<file path="src/rtl/hamming_tx_arbiter_pkg.sv">
// Shared Hamming parameters and FSM state encoding for the serial Hamming transmitter.
package hamming_pkg;
  localparam int P_DEF = 3;
  localparam int N_DEF = (2 ** P_DEF) - 1;
  localparam int K_DEF = (2 ** P_DEF) - P_DEF - 1;

  typedef enum logic {
    IDLE  = 1'b0,
    SHIFT = 1'b1
  } state_e;
endpackage

</file>
<file path="src/rtl/hamming_tx_arbiter_if.sv">
// Requester handshakes and serial transmit bus of the Hamming arbiter.
interface hamming_tx_arbiter_if import hamming_pkg::*; #(
  parameter int P = P_DEF
);
  localparam int K = (2 ** P) - P - 1;

  logic         a_valid;
  logic [K-1:0] a_data;
  logic         a_ready;
  logic         b_valid;
  logic [K-1:0] b_data;
  logic         b_ready;
  logic         tx_bit;
  logic         tx_valid;
  logic         tx_last;
  logic         tx_src;
  logic         busy;

  modport master (
    output a_valid, a_data, b_valid, b_data,
    input  a_ready, b_ready, tx_bit, tx_valid, tx_last, tx_src, busy
  );

  modport slave (
    input  a_valid, a_data, b_valid, b_data,
    output a_ready, b_ready, tx_bit, tx_valid, tx_last, tx_src, busy
  );
endinterface

</file>
<file path="src/rtl/hamming_tx_arbiter_encoder.sv">
// Combinational Hamming encoder: data word in the upper bits, parity bits below.
module hamming_7_4_encoder import hamming_pkg::*; #(
  parameter int P = P_DEF,
  localparam int N = (2 ** P) - 1,
  localparam int K = (2 ** P) - P - 1
) (
  input  logic [K-1:0] data,
  output logic [N-1:0] msg
);

  if (P == 3) begin : g_h74
    always_comb begin
      msg      = '0;
      msg[6:3] = data[3:0];
      msg[2]   = data[3] ^ data[2] ^ data[1];
      msg[1]   = data[3] ^ data[2] ^ data[0];
      msg[0]   = data[3] ^ data[1] ^ data[0];
    end
  end else begin : g_unsupported
    // The parity map is only defined for the (7,4) code.
    $error("hamming_7_4_encoder supports P=3 only");
    assign msg = '0;
  end

endmodule

</file>
<file path="src/rtl/hamming_tx_arbiter.sv">
// Two-requester round-robin arbiter feeding a Hamming(7,4) serialiser, MSB first.
module hamming_tx_arbiter import hamming_pkg::*; #(
  parameter int P = P_DEF
) (
  input  logic                 clk,
  input  logic                 rst,
  hamming_tx_arbiter_if.slave  bus
);

  localparam int N  = (2 ** P) - 1;
  localparam int K  = (2 ** P) - P - 1;
  localparam int CW = $clog2(N);

  state_e         state_q, state_d;
  logic [N-1:0]   sr_q, sr_d;
  logic [CW-1:0]  cnt_q, cnt_d;
  logic           src_q, src_d;
  logic           last_b_q, last_b_d;

  logic           idle, shifting, last_bit;
  logic           gnt_a, gnt_b;
  logic [K-1:0]   enc_data;
  logic [N-1:0]   enc_msg;

  assign idle     = (state_q == IDLE);
  assign shifting = (state_q == SHIFT);
  assign last_bit = shifting && (cnt_q == CW'(N - 1));

  // On a tie the requester that did not win last time is granted.
  always_comb begin
    gnt_a = bus.a_valid && (!bus.b_valid || last_b_q);
    gnt_b = bus.b_valid && (!bus.a_valid || !last_b_q);
  end

  assign bus.a_ready = idle && gnt_a;
  assign bus.b_ready = idle && gnt_b;

  assign enc_data = gnt_b ? bus.b_data : bus.a_data;

  hamming_7_4_encoder #(.P(P)) u_enc (
    .data (enc_data),
    .msg  (enc_msg)
  );

  always_comb begin
    state_d  = state_q;
    sr_d     = sr_q;
    cnt_d    = cnt_q;
    src_d    = src_q;
    last_b_d = last_b_q;
    case (state_q)
      IDLE: begin
        if (gnt_a || gnt_b) begin
          sr_d     = enc_msg;
          src_d    = gnt_b;
          last_b_d = gnt_b;
          cnt_d    = '0;
          state_d  = SHIFT;
        end
      end
      SHIFT: begin
        sr_d = {sr_q[N-2:0], 1'b0};
        if (last_bit) begin
          cnt_d   = '0;
          state_d = IDLE;
        end else begin
          cnt_d = cnt_q + 1'b1;
        end
      end
      default: state_d = IDLE;
    endcase
  end

  // last_b resets high so that A wins the first tie.
  always_ff @(posedge clk) begin
    if (!rst) begin
      state_q  <= IDLE;
      sr_q     <= '0;
      cnt_q    <= '0;
      src_q    <= 1'b0;
      last_b_q <= 1'b1;
    end else begin
      state_q  <= state_d;
      sr_q     <= sr_d;
      cnt_q    <= cnt_d;
      src_q    <= src_d;
      last_b_q <= last_b_d;
    end
  end

  assign bus.tx_valid = shifting;
  assign bus.tx_bit   = shifting && sr_q[N-1];
  assign bus.tx_last  = last_bit;
  assign bus.tx_src   = src_q;
  assign bus.busy     = !idle;

endmodule

</file>
<file path="src/flat_wrapper.sv">
// flat-port wrapper written by rule: the top's interface ports become plain ports
module hamming_tx_arbiter_flat import hamming_pkg::*;
#(
  parameter int P = P_DEF
)
  (clk, rst, bus_a_valid, bus_a_data, bus_b_valid, bus_b_data, bus_a_ready, bus_b_ready, bus_tx_bit, bus_tx_valid, bus_tx_last, bus_tx_src, bus_busy);
  hamming_tx_arbiter_if #(.P(P)) bus_i ();
  input  logic clk;
  input  logic rst;
  input wire logic [$bits(bus_i.a_valid)-1:0] bus_a_valid;
  input wire logic [$bits(bus_i.a_data)-1:0] bus_a_data;
  input wire logic [$bits(bus_i.b_valid)-1:0] bus_b_valid;
  input wire logic [$bits(bus_i.b_data)-1:0] bus_b_data;
  output wire logic [$bits(bus_i.a_ready)-1:0] bus_a_ready;
  output wire logic [$bits(bus_i.b_ready)-1:0] bus_b_ready;
  output wire logic [$bits(bus_i.tx_bit)-1:0] bus_tx_bit;
  output wire logic [$bits(bus_i.tx_valid)-1:0] bus_tx_valid;
  output wire logic [$bits(bus_i.tx_last)-1:0] bus_tx_last;
  output wire logic [$bits(bus_i.tx_src)-1:0] bus_tx_src;
  output wire logic [$bits(bus_i.busy)-1:0] bus_busy;
  assign bus_i.a_valid = bus_a_valid;
  assign bus_i.a_data = bus_a_data;
  assign bus_i.b_valid = bus_b_valid;
  assign bus_i.b_data = bus_b_data;
  assign bus_a_ready = bus_i.a_ready;
  assign bus_b_ready = bus_i.b_ready;
  assign bus_tx_bit = bus_i.tx_bit;
  assign bus_tx_valid = bus_i.tx_valid;
  assign bus_tx_last = bus_i.tx_last;
  assign bus_tx_src = bus_i.tx_src;
  assign bus_busy = bus_i.busy;
  hamming_tx_arbiter #(.P(P)) u_core (.clk(clk), .rst(rst), .bus(bus_i));
endmodule
</file>
<file path="config.mk">
export PLATFORM = sky130hd
export DESIGN_NAME = hamming_tx_arbiter_flat
export DESIGN_NICKNAME = d
export VERILOG_FILES = /design/src/rtl/hamming_tx_arbiter_pkg.sv /design/src/rtl/hamming_tx_arbiter_if.sv /design/src/rtl/hamming_tx_arbiter_encoder.sv /design/src/rtl/hamming_tx_arbiter.sv /design/src/flat_wrapper.sv
export SDC_FILE = /design/constraint.sdc
export NUM_CORES = 1
export LEC_CHECK = 0
export ABC_AREA = 1
export CORE_UTILIZATION = 44
export DETAILED_ROUTE_END_ITERATION = 10
export HOLD_SLACK_MARGIN = 0.08
export PLACE_DENSITY = 0.8
export SLEW_MARGIN = 30
export SYNTH_ARGS = -nofsm -noshare
export SYNTH_HDL_FRONTEND = slang
export SYNTH_HIERARCHICAL = 1
export SYNTH_SLANG_ARGS = --single-unit
</file>
<file path="constraint.sdc">
create_clock -name clk -period 1.3 [get_ports clk]
set_input_delay 0.195 -clock clk [delete_from_list [all_inputs] [get_ports clk]]
set_output_delay 0.195 -clock clk [all_outputs]
set_load 0.005 [all_outputs]
</file>
==> flow_summary_export.csv, run 1 <==
group,metric,value,unit
clock_tree,clk_pin_slew_worst_paths,0.09,ns
route,post-route-drc-count,0,
synth,synth_edf_count,0,
floorplanning,die_h,46.0,µm
setup_path,crit_arrival,1.68,ns
placed_design,place_congestion,0.855,
power_and_ir_drop,power.density,884,nW/µm²
sta,rsz0062_at_grt,"true",
finish,fill_cells,111,
finish,nets,197,
power_and_ir_drop,combPwrFrac,0.406,
power_and_ir_drop,pwr-share-clk,0.219,
sta,period_minus_slack,1.52,ns
synth,syn_nets,149,
grt,antenna_found_initial,0,
setup_path,cp.required,1.46,ns
synth,synth.avg_cell_area,6.31,µm²
sta,worst_slew_pin_slew,0.360,ns
floorplanning,rows,15,
grt,gr-total-overflow,0,
power_and_ir_drop,swShare,0.346,
power_and_ir_drop,total_power,1.22,mW
power_and_ir_drop,ir_drop,0.583,mV
floorplanning,coreArea,1760,µm²
setup_path,worstReg2RegStart,"u_core/last_b_q",
clock_tree,cts_buffer_depth,2,
grt,grt_max_degree,11,
sta,finalCritPeriodShare,1.17,
synth,netlist_top_cells_count,"nand2_1 (58), inv_1 (16), dfxtp_1 (13)",
sta,setup_viol_count_final,9,
floorplanning,die-area,2120,µm²
synth,synth_area_leaders,"dfxtp_1 (31%), nand2_1 (26%), nand3_1 (7.0%)",
synth,synth.most_common_cell,"nand2_1",
route,ant_nets,0,
floorplanning,fp.dieW,46.0,µm
synth,syn_inst,135,
power_and_ir_drop,power.switching,0.420,mW
sta,skew,0.00693,ns
sta,whs,0.490,ns
placed_design,hpwl,1630,µm
grt,grtUsageTotal,0.293,
power_and_ir_drop,power_leakage,0.716,nW
clock_tree,cts_tree,"yes",
hold_path,whs_path_depth,2,
power_and_ir_drop,pwr-share-seq,0.376,
outcome,failed_checks,"setup timing",
grt,grt_pass1_wl,4260,µm
sta,tns,-0.733,ns
synth,synth.largest_area_cell,"dfxtp_1",
clock_tree,cts_made_buffers,3,
hold_path,worstHoldStart,"u_core/sr_q[2]",
setup_path,cp-start-kind,"flop",
finish,layout-drive-gt1-share,0.423,
synth,syn-cell-area,852,µm²
route,drt_wl_total,2980,µm
sta,timing.final.ws_setup,-0.216,ns
synth,synth_top_area_share,0.305,
finish,multi_input_area,553,µm²
clock_tree,ctsRootBufferMaster,"clkbuf_4",
clock_tree,htreeDepth,1,
synth,yosysSeqAreaShare,0.305,
hold_path,hold_path.class,"reg2reg",
power_and_ir_drop,p_int,0.795,mW
finish,area_delta_synth_final,61.4,%
sta,relSlewSlack,0.758,
route,drt-initial-drc-count,48,
setup_path,worstSetupEndpointType,"flop",
placed_design,numPortBuffers,18,
setup_path,r2r-end,"u_core/sr_q[2]",
floorplanning,start_util,0.483,
route,wl_per_cell,14.4,µm
clock_tree,clkSinkCount,13,
synth,async_flop_share,0,
finish,diodes,0,
setup_path,crit_type,"reg2reg",
route,via_per_inst,5.13,
route,vias,1062,
setup_path,r2r_slack,-0.22,ns
synth,synth.distinct_cells,18,
synth,ys.flop_type,"dfxtp_1",
synth,yosysWarnings,6,
sta,slew_violations,0,
grt,grt_pass1_vias,956,
clock_tree,clk_latency,0.28,ns
placed_design,dp_slack,-0.650,ns
sta,fmax,0.660,GHz
setup_path,worst_r2r_path_depth,14,
finish,finish.utilization,0.779,
setup_path,worstPathMaxFanout,3,
finish,regArea,269,µm²
outcome,status,"finished, violations left",
route,firstDrtPassIters,4,
floorplanning,ioPinCount,19,
sta,hold_violations,0,
hold_path,holdPathEnd,"u_core/sr_q[2]",
run,maxCapViolCount,0,
synth,synth-seq-cells,13,
==> final cells by class <==
| type | count | share of cell area |
|---|---|---|
| Timing Repair Buffer | 50 | 0.299 |
| Multi-Input combinational cell | 96 | 0.402 |
| Sequential cell | 13 | 0.196 |
| Tap cell | 25 | 0.0227 |
| Clock buffer | 4 | 0.0191 |
| Inverter | 19 | 0.0610 |
==> power groups by stage <==
stage / clock network, mW / registers [mW] / logic, mW
after floorplan: 0 / 0.460 / 0.214
after global placement: 0 / 0.464 / 0.337
after detailed placement: 0 / 0.467 / 0.349
after CTS: 0.263 / 0.456 / 0.435
after global routing: 0.289 / 0.460 / 0.531
final: 0.266 / 0.456 / 0.493
==> critical path: stages (launching register included) <==
cell	delay [ns]
dfxtp_2	0.35
a21oi_4	0.14
buf_6	0.14
buf_6	0.11
nand2_4	0.05
nand2_4	0.09
inv_4	0.05
nand2_4	0.07
nand2_2	0.06
nand2_1	0.05
nand2_1	0.05
nand2_1	0.05
nand2_1	0.05
nand2_1	0.05
a21oi_1	0.06
==> repair_timing <==
action                                  CTS  global route
pin swaps                                 7            15
resized for setup                        55            15
hold buffers                              0             0
buffers inserted                         10             4
endpoints found under the setup margin   14            12
==> routing by layer <==
metal / wire length, µm / part of all wire / GRT usage / vias up
li1: - / - / - / 508
met1: 1170 / 0.39 / 0.323 / 474
met2: 1510 / 0.51 / 0.504 / 66
met3: 239 / 0.080 / 0.0833 / 14
met4: 59 / 0.020 / 0.147 / 0
met5: 0 / 0 / 0 / -
==> registers in the layout, indices dropped and copies added (netlist names) <==
name	flops
u_core/bus.busy	1
u_core/cnt_q	3
u_core/bus.tx_src	1
u_core/sr_q	7
u_core/last_b_q	1
==> stage by stage <==
stage | std cells | instance area, µm²
2_1_floorplan | 135 | 852
3_3_place_gp | 189 | 1140
3_5_place_dp | 189 | 1140
4_1_cts | 203 | 1330
5_1_grt | 207 | 1380
6_report | 207 | 1380
==> kinds of logic after synthesis <==
family | share of synthesized area
buffers and inverters | 0.160
adder cells (fa/ha/maj) | 0.0294
AO/OA/AOI/OAI | 0.117
AND/OR/NAND/NOR | 0.388
flip-flops | 0.305
==> worst max path at each step <==
stage                     from        endpoint  slack, ns  cells past startpoint
2_1_floorplan  u_core/last_b_q  u_core/sr_q[1]       0.01                     13
3_3_place_gp       bus_b_valid  u_core/sr_q[2]      -0.58                     14
3_5_place_dp       bus_b_valid  u_core/sr_q[2]      -0.65                     15
4_1_cts        u_core/last_b_q  u_core/sr_q[2]      -0.14                     14
5_1_grt        u_core/last_b_q  u_core/sr_q[1]      -0.28                     14
6_report       u_core/last_b_q  u_core/sr_q[2]      -0.22                     14
==> cell usage in the layout, fill, tap and decap left out, drive strengths merged <==
| cell | synthesis | layout |
|---|---|---|
| ha | 2 | 2 |
| nor3 | 1 | 1 |
| clkinv | 1 | 1 |
| a21oi | 13 | 13 |
| dlygate4sd2 | 0 | 3 |
| inv | 18 | 18 |
| nand3 | 12 | 12 |
| clkbuf | 0 | 7 |
| buf | 7 | 35 |
| o211ai | 1 | 1 |
| nor2 | 4 | 4 |
| dfxtp | 13 | 13 |
| nand2 | 62 | 62 |
| clkdlybuf4s50 | 0 | 9 |
| o21ai | 1 | 1 |
(Power assumes the default switching activity.)
==> run 2: changes to the inputs <==
Settings changed: CTS_BUF_LIST set to sky130_fd_sc_hd__clkbuf_16.
==> run 2 against run 1 <==
Effect of this change:
- the flow still finishes with violations (setup timing)
- clock power up 120%
- final cell count down 4.3%
- first-iteration DRC count up 4.2%
- largest power group is now the clock network
- highest routed layer unchanged
==> flow_summary_export.csv, run 2 (synthesis gave the netlist of run 1 again) <==
group,metric,value,unit
sta,tns,-0.547,ns
finish,nets,188,
setup_path,worstPathMaxFanout,3,
setup_path,r2r-end,"u_core/sr_q[2]",
sta,finalCritPeriodShare,1.12,
clock_tree,cts_tree,"yes",
sta,rsz0062_at_grt,"true",
route,drt_wl_total,2980,µm
clock_tree,clkSinkCount,13,
hold_path,holdPathEnd,"u_core/cnt_q[2]",
sta,fmax,0.689,GHz
sta,timing.final.ws_setup,-0.151,ns
route,wl_met2,1520,µm
clock_tree,cts_buffer_depth,2,
grt,grtUsageTotal,0.290,
setup_path,crit_start,"u_core/last_b_q",
route,firstDrtPassIters,5,
sta,relSlewSlack,0.759,
placed_design,place_inst,189,
outcome,status,"finished, violations left",
sta,skew,0.00309,ns
placed_design,numPortBuffers,18,
floorplanning,die-area,2120,µm²
route,wl_per_cell,15.1,µm
outcome,failed_checks,"setup timing",
finish,finish.utilization,0.774,
clock_tree,cts_made_buffers,3,
grt,antenna_found_initial,0,
placed_design,place_congestion,0.855,
sta,setup_viol_count_final,6,
route,drt-initial-drc-count,50,
clock_tree,clk_latency,0.24,ns
hold_path,hold_path.class,"in2reg",
hold_path,whs_path_depth,4,
grt,grt_max_degree,11,
finish,regMostFlops,"u_core/sr_q",
setup_path,cp-start-kind,"flop",
sta,slew_violations,0,
finish,area_delta_synth_final,60.4,%
grt,gr-total-overflow,0,
placed_design,hpwl,1630,µm
route,m1WireLength,1150,µm
clock_tree,ctsRootBufferMaster,"clkbuf_16",
floorplanning,start_util,0.483,
setup_path,cp.required,1.46,ns
finish,top_regs,"u_core/sr_q: 7 flops, u_core/cnt_q: 3 flops",
grt,grt_pass1_vias,932,
finish,largest_reg_flops,7,
route,via_per_inst,5.25,
run,maxCapViolCount,0,
power_and_ir_drop,power.density,1100,nW/µm²
route,topRoutingLayerUsed,"met4",
power_and_ir_drop,ir_drop,0.965,mV
setup_path,worst_r2r_path_depth,13,
setup_path,r2r_slack,-0.15,ns
setup_path,crit_type,"reg2reg",
setup_path,worstReg2RegStart,"u_core/last_b_q",
setup_path,worstSetupEndpointType,"flop",
finish,layout_commonest_cell,"nand2_1",
finish,diodes,0,
power_and_ir_drop,power_leakage,0.708,nW
finish,layout-drive-gt1-share,0.364,
floorplanning,ioPinCount,19,
setup_path,crit_arrival,1.61,ns
sta,period_minus_slack,1.45,ns
route,dr_wl_met3,174,µm
hold_path,worstHoldStart,"bus_b_valid",
finish,regArea,267,µm²
clock_tree,clk_pin_slew_worst_paths,0.05,ns
route,vias,1039,
route,ant_nets,0,
finish,layout_common_cells,"nand2_1 (48), buf_4 (20), inv_1 (12), nand3_1 (11)",
floorplanning,rows,15,
sta,hold_violations,0,
finish,fill_cells,108,
floorplanning,coreArea,1760,µm²
sta,worst_slew_pin_slew,0.359,ns
grt,grt_pass1_wl,4250,µm
floorplanning,die_h,46.0,µm
power_and_ir_drop,total_power,1.50,mW
clock_tree,htreeDepth,1,
floorplanning,fp.dieW,46.0,µm
route,post-route-drc-count,0,
finish,multi_input_area,558,µm²
finish,layout.cells.non_filler,198,
-- run 2: changes by cell type in the layout (fill, tap and decap cells not counted), moves of 2 or more --
cell	change
buf_4	-7
buf_6	-2
clkbuf_16	+3
clkbuf_2	-2
clkbuf_4	-3
dfxtp_1	+2
dfxtp_2	-2
inv_1	+2
-- run 2: area by class of cell --
type | instances | area share
clock buffer | 3 | 0.0549
clock inverter | 1 | 0.00275
inverter | 19 | 0.0632
multi-input combinational | 96 | 0.408
sequential | 13 | 0.195
tap | 25 | 0.0229
timing repair buffer | 41 | 0.253
-- run 2: timing repair --
item | CTS | global route
hold buffers | 0 | 0
resized for setup | 40 | 22
endpoints found under the setup margin | 13 | 11
setup buffers | 4 | 1
pin swaps | 9 | 13
-- run 2: report_power, final --
part / total (mW) / leakage, nW / switching, mW / internal, mW
clock network: 0.581 / 0.0423 / 0.175 / 0.406
logic: 0.459 / 0.558 / 0.247 / 0.212
registers: 0.459 / 0.108 / 0.0235 / 0.436
total: 1.50 / 0.708 / 0.445 / 1.05
-- run 2: metrics by stage --
| stage | area, µm² | worst slack, ns | hold slack, ns |
|---|---|---|---|
| final | 1370 | -0.151 | 0.380 |
| after floorplan | 852 | 0.0122 | 0.294 |
| after global routing | 1370 | -0.247 | 0.409 |
| after detailed placement | 1140 | -0.650 | 0.473 |
| after CTS | 1300 | -0.147 | 0.480 |
| after global placement | 1140 | -0.585 | 0.447 |
-- run 2: layer usage --
layer	GRT usage	up-vias
met4	0.153	0
li1	-	488
met1	0.323	489
met3	0.0675	16
met5	0	-
met2	0.504	46
-- run 2: worst max-delay path, cell delays in order, from the launching register on --
cell and delay (ns):
dfxtp_2 0.33, a21oi_4 0.13, buf_6 0.13, buf_6 0.11
nand2_4 0.05, nand2_4 0.09, inv_4 0.04, nand2_4 0.07
nand3_1 0.07, nand2_1 0.07, nand2_1 0.04, nand2_1 0.05
nand2_1 0.05, a21oi_1 0.13
-- run 2: worst max-delay path by stage --
stage	endpoint	cells after the start
final	u_core/sr_q[2]	13
after global routing	u_core/sr_q[1]	14
after CTS	u_core/sr_q[1]	13
after detailed placement	u_core/sr_q[2]	15
after global placement	u_core/sr_q[2]	14
after floorplan	u_core/sr_q[1]	13
==> run 3: changes to the inputs <==
Settings changed: CORE_UTILIZATION 44 to 48, MAX_ROUTING_LAYER set to met4, PLACE_DENSITY 0.8 to 0.83.
Clock period 1.3 ns to 1.4 ns, I/O delays scaled along.
==> run 3 against run 2 <==
Effect of this change:
- the run ends with DRC, setup timing left
- cell area decreased by 2.5%
- via count decreased by 0.77%
- utilization increased by 7.1 points
- power decreased by 7.5%
- die area decreased by 8.0%
- non-clock buffer count unchanged
- clock-buffer cell count unchanged
- wire length increased by 1.3%
- critical path type is now reg2out
- largest cell class unchanged
- largest power group unchanged
==> flow_summary_export.csv, run 3 (synthesis gave the netlist of run 1 again) <==
group,metric,value,unit
outcome,status,"finished, violations left",
outcome,failed_checks,"DRC, setup timing",
sta,period_minus_slack,1.49,ns
placed_design,place_congestion,0.859,
route,via_per_inst,5.46,
setup_path,crit_type,"reg2out",
finish,postLayoutCellArea,1330,µm²
clock_tree,clkSinkCount,13,
placed_design,numPortBuffers,18,
clock_tree,cts_made_buffers,3,
setup_path,r2r-end,"u_core/sr_q[2]",
finish,finish.utilization,0.845,
route,post-route-drc-count,1,
route,ant_nets,0,
setup_path,crit_arrival,1.28,ns
setup_path,crit_cells,6,
grt,grtUsageMet1,0.352,
finish,diodes,0,
route,firstDrtPassIters,7,
power_and_ir_drop,ir_drop,1.21,mV
clock_tree,clk_latency,0.25,ns
setup_path,r2r_slack,-0.08,ns
sta,hold_violations,0,
grt,antenna_found_initial,0,
sta,skew,0.00278,ns
setup_path,crit_path_top_delay_cell,"dfxtp_2",
sta,setup_viol_count_final,6,
setup_path,worst_r2r_path_depth,13,
grt,use_met2,0.579,
finish,regMostFlops,"u_core/sr_q",
sta,timing.final.ws_setup,-0.0896,ns
clock_tree,ctsRootBufferMaster,"clkbuf_16",
setup_path,worstSetupEndpointType,"primary output",
grt,grt_pass1_wl,4380,µm
grt,top_usage_layer,"met2",
route,wl_per_cell,16.0,µm
finish,nets,188,
setup_path,worstReg2RegStart,"u_core/last_b_q",
grt,gr-total-overflow,0,
floorplanning,coreArea,1580,µm²
finish,top_regs,"u_core/sr_q: 7 flops, u_core/cnt_q: 3 flops",
setup_path,cp_slowest_stage_delay,0.33,ns
grt,grt_max_degree,11,
placed_design,hpwl,1670,µm
sta,relSlewSlack,0.796,
hold_path,whs_path_depth,2,
hold_path,holdPathEnd,"u_core/sr_q[3]",
sta,slew_violations,0,
clock_tree,clk_pin_slew_worst_paths,0.05,ns
placed_design,placed_area,1130,µm²
clock_tree,cts_tree,"yes",
grt,use_met3,0.0490,
route,vias,1031,
sta,fmax,0.671,GHz
floorplanning,rows,14,
hold_path,worstHoldStart,"u_core/sr_q[3]",
finish,area_delta_synth_final,56.4,%
finish,layout_common_cells,"nand2_1 (44), buf_4 (20), nand2_2 (13), inv_1 (11), nand3_1 (11)",
setup_path,worstPathMaxFanout,5,
floorplanning,die-area,1950,µm²
finish,layout_commonest_cell,"nand2_1",
hold_path,hold_path.class,"reg2reg",
finish,largest_reg_flops,7,
power_and_ir_drop,total_power,1.39,mW
sta,whs,0.481,ns
setup_path,cp-start-kind,"flop",
sta,worst_slew_pin_slew,0.304,ns
sta,finalCritPeriodShare,1.06,
clock_tree,cts_hold_buf,0,
floorplanning,ioPinCount,19,
power_and_ir_drop,power_leakage,0.693,nW
setup_path,worstPathCellList,"a21oi_4 -> buf_4 -> buf_6 -> nand2_2 -> inv_1 -> clkbuf_2",
clock_tree,cts_buffer_depth,2,
sta,rsz0062_at_grt,"true",
setup_path,cp.required,1.19,ns
floorplanning,fp.dieW,44.1,µm
grt,grt_pass1_vias,992,
clock_tree,htreeDepth,1,
floorplanning,die_h,44.1,µm
power_and_ir_drop,power.density,1040,nW/µm²
setup_path,path_buf_inv,4,
finish,layout-drive-gt1-share,0.370,
setup_path,critPathTopFamily,"buffers and inverters",
grt,grtUsageTotal,0.318,
route,drt_wl_total,3020,µm
floorplanning,start_util,0.540,
run,maxCapViolCount,0,
route,drt-initial-drc-count,56,
-- run 3: how the worst max path moves through the flow --
stage	start	end
detailed placement	bus_b_valid	u_core/sr_q[2]
floorplan	u_core/last_b_q	u_core/sr_q[1]
global placement	bus_b_valid	u_core/sr_q[1]
global route	u_core/last_b_q	u_core/sr_q[2]
finish	u_core/last_b_q	bus_b_ready
CTS	u_core/last_b_q	u_core/sr_q[1]
-- run 3: metal layers --
metal,up-vias,share of wire
li1,491,-
met5,-,0
met2,56,0.49
met1,476,0.41
met4,0,0.024
met3,8,0.077
-- run 3: per-stage QoR --
step	instances	worst slack [ns]	TNS [ns]
after floorplan	135	0.112	0
after global placement	181	-0.386	-3.12
after detailed placement	181	-0.455	-3.70
after CTS	186	0.000765	0
after global routing	189	-0.177	-0.879
final	189	-0.0896	-0.353
-- run 3: worst register-to-register path: cells and delay by family, from the launching register on --
family	cells	cell delay [ns]
flip-flops	1	0.33
AND/OR/NAND/NOR	9	0.54
buffers and inverters	2	0.15
AO/OA/AOI/OAI	2	0.37
-- run 3: area by class of cell --
class	count	area, µm²
clock buffer	3	75.1
clock inverter	1	3.75
fill	78	244
inverter	19	78.8
multi-input combinational	96	542
sequential	13	267
tap	16	20.0
timing repair buffer	41	347
-- run 3: repair_timing --
action	CTS	global route
endpoints found under the setup margin	13	8
gates resized for setup	24	27
pin swaps	1	9
buffers inserted	2	3
-- run 3: where the power goes --
group	internal, mW	switching, mW
Clock	0.378	0.175
Combinational	0.188	0.218
Sequential	0.404	0.0229
Total	0.970	0.416
